[src/rtl/npu_noc_pkg.sv]
// Shared definitions for the mesh router: port indices, route result type and XY routing.
package npu_noc_pkg;

  localparam int N_PORTS = 5;
  localparam int PORT_W  = 3;

  localparam logic [PORT_W-1:0] P_LOCAL = 3'd0;
  localparam logic [PORT_W-1:0] P_NORTH = 3'd1;
  localparam logic [PORT_W-1:0] P_EAST  = 3'd2;
  localparam logic [PORT_W-1:0] P_SOUTH = 3'd3;
  localparam logic [PORT_W-1:0] P_WEST  = 3'd4;

  typedef struct packed {
    logic [PORT_W-1:0] port;
    logic              drop;
  } route_t;

  function automatic logic [PORT_W-1:0] rr_next(input logic [PORT_W-1:0] grantee);
    return (grantee == P_WEST) ? P_LOCAL : grantee + 3'd1;
  endfunction

  // X first, then Y; a hop off the mesh edge or an out-of-mesh destination is dropped.
  function automatic route_t xy_route(input int unsigned dst_x, input int unsigned dst_y,
                                      input int unsigned rtr_x, input int unsigned rtr_y,
                                      input int unsigned mesh_x, input int unsigned mesh_y);
    route_t r;
    r.drop = 1'b0;
    if (dst_x > rtr_x)      r.port = P_EAST;
    else if (dst_x < rtr_x) r.port = P_WEST;
    else if (dst_y > rtr_y) r.port = P_NORTH;
    else if (dst_y < rtr_y) r.port = P_SOUTH;
    else                    r.port = P_LOCAL;
    if (dst_x >= mesh_x || dst_y >= mesh_y)                 r.drop = 1'b1;
    if (r.port == P_EAST  && rtr_x == mesh_x - 1)           r.drop = 1'b1;
    if (r.port == P_WEST  && rtr_x == 0)                    r.drop = 1'b1;
    if (r.port == P_NORTH && rtr_y == mesh_y - 1)           r.drop = 1'b1;
    if (r.port == P_SOUTH && rtr_y == 0)                    r.drop = 1'b1;
    return r;
  endfunction

endpackage

[src/rtl/noc_input_fifo.sv]
// Per-input flit FIFO; head is the oldest entry, push and pop may happen in the same cycle.
module noc_input_fifo #(
  parameter int FLIT_W     = 22,
  parameter int FIFO_DEPTH = 4
) (
  input  logic              clk,
  input  logic              rst_n,
  input  logic              push,
  input  logic [FLIT_W-1:0] push_data,
  input  logic              pop,
  output logic              full,
  output logic              empty,
  output logic [FLIT_W-1:0] head
);

  localparam int AW = $clog2(FIFO_DEPTH);
  localparam int CW = AW + 1;

  logic [FLIT_W-1:0] mem_q [FIFO_DEPTH];
  logic [AW-1:0]     wr_ptr_q, wr_ptr_d, rd_ptr_q, rd_ptr_d;
  logic [CW-1:0]     count_q, count_d;
  logic              do_push, do_pop;

  assign full    = (count_q == CW'(FIFO_DEPTH));
  assign empty   = (count_q == '0);
  assign do_push = push & ~full;
  assign do_pop  = pop & ~empty;
  assign head    = mem_q[rd_ptr_q];

  // NOTE: combinational next-state uses blocking '='; only the flop processes use '<='.
  always_comb begin
    wr_ptr_d = wr_ptr_q + AW'(do_push);
    rd_ptr_d = rd_ptr_q + AW'(do_pop);
    count_d  = count_q + CW'(do_push) - CW'(do_pop);
  end

  always_ff @(posedge clk or negedge rst_n) begin
    if (!rst_n) begin
      wr_ptr_q <= '0;
      rd_ptr_q <= '0;
      count_q  <= '0;
    end else begin
      wr_ptr_q <= wr_ptr_d;
      rd_ptr_q <= rd_ptr_d;
      count_q  <= count_d;
    end
  end

  // NOTE: storage has no reset; emptiness is defined by count_q alone, so stale data is never seen.
  always_ff @(posedge clk) begin
    if (do_push) mem_q[wr_ptr_q] <= push_data;
  end

endmodule

[src/rtl/noc_mesh_router.sv]
// 5-port XY mesh router: input FIFOs, per-output round-robin arbiter and output register.
module noc_mesh_router
  import npu_noc_pkg::*;
#(
  parameter int DATA_W     = 16,
  parameter int MESH_X     = 8,
  parameter int MESH_Y     = 8,
  parameter int FIFO_DEPTH = 4,
  localparam int XW        = $clog2(MESH_X),
  localparam int YW        = $clog2(MESH_Y),
  localparam int FLIT_W    = XW + YW + DATA_W
) (
  input  logic                      clk,
  input  logic                      rst_n,
  input  logic [XW-1:0]             router_x,
  input  logic [YW-1:0]             router_y,
  input  logic [N_PORTS*FLIT_W-1:0] in_data,
  input  logic [N_PORTS-1:0]        in_valid,
  output logic [N_PORTS-1:0]        in_ready,
  output logic [N_PORTS*FLIT_W-1:0] out_data,
  output logic [N_PORTS-1:0]        out_valid,
  input  logic [N_PORTS-1:0]        out_ready,
  output logic [15:0]               drop_cnt
);

  logic [FLIT_W-1:0]                head [N_PORTS];
  logic [N_PORTS-1:0]               full, empty, pop, drop;
  logic [N_PORTS-1:0][N_PORTS-1:0]  req;      // req[output][input]
  logic [N_PORTS-1:0][N_PORTS-1:0]  gnt_eff;  // grants that actually load an output register
  route_t                           rt;
  logic [15:0]                      drop_cnt_q, drop_cnt_d;
  logic [18:0]                      drop_sum;

  for (genvar p = 0; p < N_PORTS; p++) begin : g_in
    noc_input_fifo #(.FLIT_W(FLIT_W), .FIFO_DEPTH(FIFO_DEPTH)) u_fifo (
      .clk       (clk),
      .rst_n     (rst_n),
      .push      (in_valid[p]),
      .push_data (in_data[p*FLIT_W +: FLIT_W]),
      .pop       (pop[p]),
      .full      (full[p]),
      .empty     (empty[p]),
      .head      (head[p])
    );
  end

  assign in_ready = ~full;

  // NOTE: every always_comb output gets a default first so no path leaves it unassigned (no latch).
  always_comb begin
    req  = '0;
    drop = '0;
    rt   = '0;
    for (int i = 0; i < N_PORTS; i++) begin
      rt = xy_route(32'(head[i][FLIT_W-1 -: XW]), 32'(head[i][DATA_W +: YW]),
                    32'(router_x), 32'(router_y), MESH_X, MESH_Y);
      if (!empty[i]) begin
        if (rt.drop) drop[i] = 1'b1;
        else         req[rt.port][i] = 1'b1;
      end
    end
  end

  for (genvar o = 0; o < N_PORTS; o++) begin : g_out
    logic [PORT_W-1:0]  rr_q, rr_d, win;
    logic               out_valid_q, out_valid_d;
    logic [FLIT_W-1:0]  out_data_q, out_data_d;
    logic [N_PORTS-1:0] gnt;
    logic               found, load;
    logic [3:0]         idx;

    always_comb begin
      gnt         = '0;
      found       = 1'b0;
      win         = '0;
      idx         = '0;
      load        = ~out_valid_q | out_ready[o];
      out_valid_d = out_valid_q;
      out_data_d  = out_data_q;
      rr_d        = rr_q;
      // Scan cyclically starting at the round-robin pointer.
      for (int k = 0; k < N_PORTS; k++) begin
        idx = {1'b0, rr_q} + 4'(k);
        if (idx >= 4'(N_PORTS)) idx = idx - 4'(N_PORTS);
        if (!found && req[o][idx[PORT_W-1:0]]) begin
          gnt[idx[PORT_W-1:0]] = 1'b1;
          win                  = idx[PORT_W-1:0];
          found                = 1'b1;
        end
      end
      if (load) begin
        out_valid_d = found;
        if (found) begin
          out_data_d = head[win];
          rr_d       = rr_next(win);
        end
      end
    end

    assign gnt_eff[o] = gnt & {N_PORTS{load}};
    assign out_valid[o]                    = out_valid_q;
    assign out_data[o*FLIT_W +: FLIT_W]    = out_data_q;

    always_ff @(posedge clk or negedge rst_n) begin
      if (!rst_n) begin
        rr_q        <= '0;
        out_valid_q <= 1'b0;
        out_data_q  <= '0;
      end else begin
        rr_q        <= rr_d;
        out_valid_q <= out_valid_d;
        out_data_q  <= out_data_d;
      end
    end
  end

  always_comb begin
    pop = drop;
    for (int o = 0; o < N_PORTS; o++) pop = pop | gnt_eff[o];
  end

  always_comb begin
    drop_sum   = {3'b0, drop_cnt_q} + 19'($countones(drop));
    drop_cnt_d = (drop_sum > 19'h0FFFF) ? 16'hFFFF : drop_sum[15:0];
  end

  always_ff @(posedge clk or negedge rst_n) begin
    if (!rst_n) drop_cnt_q <= '0;
    else        drop_cnt_q <= drop_cnt_d;
  end

  assign drop_cnt = drop_cnt_q;

endmodule

[config.mk]
export PLATFORM = sky130hd
export DESIGN_NAME = noc_mesh_router
export DESIGN_NICKNAME = d
export VERILOG_FILES = /design/src/rtl/npu_noc_pkg.sv /design/src/rtl/noc_input_fifo.sv /design/src/rtl/noc_mesh_router.sv
export SDC_FILE = /design/constraint.sdc
export NUM_CORES = 1
export LEC_CHECK = 0
export ABC_AREA = 1
export CAP_MARGIN = 20
export CORE_ASPECT_RATIO = 0.5
export CORE_MARGIN = 2
export CORE_UTILIZATION = 40
export CTS_CLUSTER_SIZE = 30
export DETAILED_ROUTE_END_ITERATION = 12
export GPL_TIMING_DRIVEN = 0
export PLACE_DENSITY = 0.65
export RECOVER_POWER = 50
export SYNTH_ARGS = -nofsm -noshare
export SYNTH_HDL_FRONTEND = slang
export SYNTH_SLANG_ARGS = --single-unit
[constraint.sdc]
create_clock -name clk -period 6.8 [get_ports clk]
set_input_delay 1.02 -clock clk [delete_from_list [all_inputs] [get_ports clk]]
set_output_delay 1.02 -clock clk [all_outputs]
set_load 0.01 [all_outputs]
==> out/metrics.cfg <==
[synth]
per_instance_average_area_after_synthesis_um2 = 8.61
synth_edf_count = 440
synth.net_count = 4359
yosysWarningCount = 0
synth-main-ff-cell = sky130_fd_sc_hd__edfxtp_1
netlist_area_um2 = 35500
yosys-top-cells-count = sky130_fd_sc_hd__nand2_1 (1,081), sky130_fd_sc_hd__edfxtp_1 (440), sky130_fd_sc_hd__inv_1 (369)
syn_inst = 4122
synth.ff_latch_count = 621
ys_seq_area_share_pct = 50.0
synthDistinctLibCells = 60
yosysTopAreaCellShare_pct = 37.2
synth_largest_area_cell = sky130_fd_sc_hd__edfxtp_1
synth_most_common_cell = sky130_fd_sc_hd__nand2_1
async_reset_ff_share_pct = 29.1
ys_top_cells_by_area = sky130_fd_sc_hd__edfxtp_1 (37%), sky130_fd_sc_hd__dfrtp_1 (13%), sky130_fd_sc_hd__nand2_1 (11%)

[global_routing]
grt_start_max_net_pins = 106
grt_use_total_pct = 28.8
wire_length_of_the_first_global_routing_pass_mm = 198
number_of_global_route_vias_before_repair = 30579
gr-total-overflow = 0
antenna_violations_before_repair = 3

[critical_path]
setup.worst_path.end = g_in[4].u_fifo.count_q[2]
regToRegEndpoint = g_in[4].u_fifo.count_q[2]
rrSetupSlack_ps = 130
worst_setup_path_end_kind = register
setup.worst_path.start = g_in[3].u_fifo.rd_ptr_q[0]
category_of_the_most_critical_setup_path = register to register
critical-path-slowest-cell = sky130_fd_sc_hd__a32oi_1
ff2ff_path_depth = 29
critical_path.max_stage_delay_ps = 1160
critical_path.reg2reg.startpoint = g_in[3].u_fifo.rd_ptr_q[0]
path_common_cell = sky130_fd_sc_hd__nand2_1
cp_max_fo = 10
cp-start-kind = register
data_required_critical_path_ps = 7340
crit_path_dat_ps = 7210

[sta]
fmaxAchievable_mhz = 150
tightest_slew_ps = 4880
worst_clock_skew_ps = 21.3
final_report_max_slew_violation_count = 188
timing.final.crit_share_pct = 98.1
final.min_clock_period_ps = 6670
grt_setup_unrepaired = yes
setup_viol = 0
tns_ps = 0
max-slew-margin-rel_pct = -225
final-hold-violation-count = 0

[clock_network]
cts_hold_buffers = 0
clock_latency_late_sink_ps = 650
clock_tree.root_cell = sky130_fd_sc_hd__clkbuf_16
cts-root-to-sink-buffers = 3
numCtsBuffers = 56
cts.reportedPaths.clkPinSlew_ps = 70
tritoncts = built
clock_sink_count = 621
level_count_of_the_clock_h_tree = 2

[floorplan]
dieHeight_um = 215
coreArea_um2 = 88200
dieWidth_um = 425
die-area_um2 = 91300
initial_core_util_pct = 40.3
io_pins = 264
core.rowCount = 77

[layout]
layout.core_utilization_pct = 48.2
n_antenna_cell = 0
layout.nets = 4737
area.growth.synth_to_final_pct = 19.7
post_route_cells_drive_above_1_share_pct = 10.3
fill_cells = 8317

[run_status]
status = finished, violations left
failed_checks = max-capacitance violations, max-slew violations

[worst_hold_path]
path_class_of_the_lowest_slack_min_delay_path = register to register

[routing]
drtPass1Iterations = 6
routed_wire_length_per_instance_um = 23.6
route.final.wire_length_mm = 136
drc = 0
total_number_of_vias = 32371
via_per_inst = 5.65
route.antenna.remaining_nets = 0
drtIter0Drc = 3930

[flow_run]
cap_violations = 2

[placed_design]
port-buffer-count = 263
gp_congestion = 1.02
dp_hpwl_mm = 105

[metrics by stage]
step	std cells	instance area, µm²	worst slack [ps]	hold WS [ps]
finish	5733	42500	126	504
global route	5733	42500	-165	537
CTS	5728	42400	15.9	357
detailed placement	5621	40300	-1060	485
global placement	5570	39600	-3480	479
floorplan	4122	35500	1180	461
[metal layers]
metal  share of wire, %  global-route usage [%]
met1                 43                    40.8
met2                 46                    45.2
met3                9.1                    5.79
met4                2.7                    7.43
met5             0.0096                       0
[how the worst min path moves through the flow]
stage / slack, ps / start / end / depth (start not counted)
after floorplan: 460 / g_in[4].u_fifo.rd_ptr_q[1] / g_in[4].u_fifo.rd_ptr_q[1] / 2
after global placement: 480 / g_in[4].u_fifo.rd_ptr_q[1] / g_in[4].u_fifo.rd_ptr_q[1] / 2
after detailed placement: 490 / g_in[4].u_fifo.rd_ptr_q[1] / g_in[4].u_fifo.rd_ptr_q[1] / 2
after CTS: 360 / rst_n / g_in[0].u_fifo.wr_ptr_q[0] / 1
after global routing: 540 / g_out[4].out_data_q[17] / g_out[4].out_data_q[17] / 2
final: 500 / g_out[4].out_data_q[18] / g_out[4].out_data_q[18] / 2
[cells by family (layout without fill, tap and decap cells)]
group	count (synthesis)	after routing	share of synthesized area (%)
xor+xnor	59	59	1.52
simple gates	2003	2003	24.7
fa+ha+maj	109	109	4.12
flops	621	621	50.0
compound gates	728	728	12.6
buf+inv	602	1028	7.01
[state kept, by name (all words and copies together), names as in the netlist]
name                  cells
g_in.u_fifo.mem_q       440
g_in.u_fifo.rd_ptr_q     10
g_out.rr_q               15
g_out.out_valid_q         5
g_in.u_fifo.wr_ptr_q     10
drop_cnt                 16
g_in.u_fifo.count_q      15
g_out.out_data_q        110
[area by class of cell]
cell class                      count  area, µm²  area share, %
Buffer                            182        933           2.20
Clock buffer                       68       1500           3.53
Clock inverter                     38        412          0.969
Inverter                          419       1580           3.72
Multi-Input combinational cell   2899      15600           36.7
Sequential cell                   621      17700           41.8
Tap cell                         1185       1480           3.49
Timing Repair Buffer              321       3260           7.68
[layout by cell type (no fill, tap or decap), types with 83 or more instances in the layout]
cell | synthesis | routed
sky130_fd_sc_hd__nand2_1 | 1081 | 1081
sky130_fd_sc_hd__edfxtp_1 | 440 | 440
sky130_fd_sc_hd__inv_1 | 369 | 368
sky130_fd_sc_hd__nor2_1 | 330 | 329
sky130_fd_sc_hd__nand3_1 | 326 | 326
sky130_fd_sc_hd__a21oi_1 | 234 | 233
sky130_fd_sc_hd__dfrtp_1 | 181 | 180
sky130_fd_sc_hd__o21ai_0 | 164 | 164
sky130_fd_sc_hd__clkdlybuf4s50_1 | 0 | 147
sky130_fd_sc_hd__o211ai_1 | 115 | 115
sky130_fd_sc_hd__dlygate4sd3_1 | 0 | 115
sky130_fd_sc_hd__ha_1 | 96 | 96
sky130_fd_sc_hd__clkbuf_1 | 98 | 89
sky130_fd_sc_hd__a32oi_1 | 102 | 86
sky130_fd_sc_hd__nand4_1 | 83 | 83
[critical path, delay by kind of cell, from the launching register on]
kind | cells | cell delay [ps]
xor+xnor | 3 | 450
flops | 1 | 360
buf+inv | 4 | 760
compound gates | 2 | 1250
simple gates | 17 | 2760
fa+ha+maj | 3 | 980
[repair_timing]
action / 4_1_cts / 5_1_grt
resized for setup: 24 / 53
pin swaps: 2 / 4
endpoints found under the setup margin: 24 / 25
setup buffers: 2 / 5
Power is not shown: default switching activity piles up to over one toggle a cycle in this logic, so the estimate is an artifact.
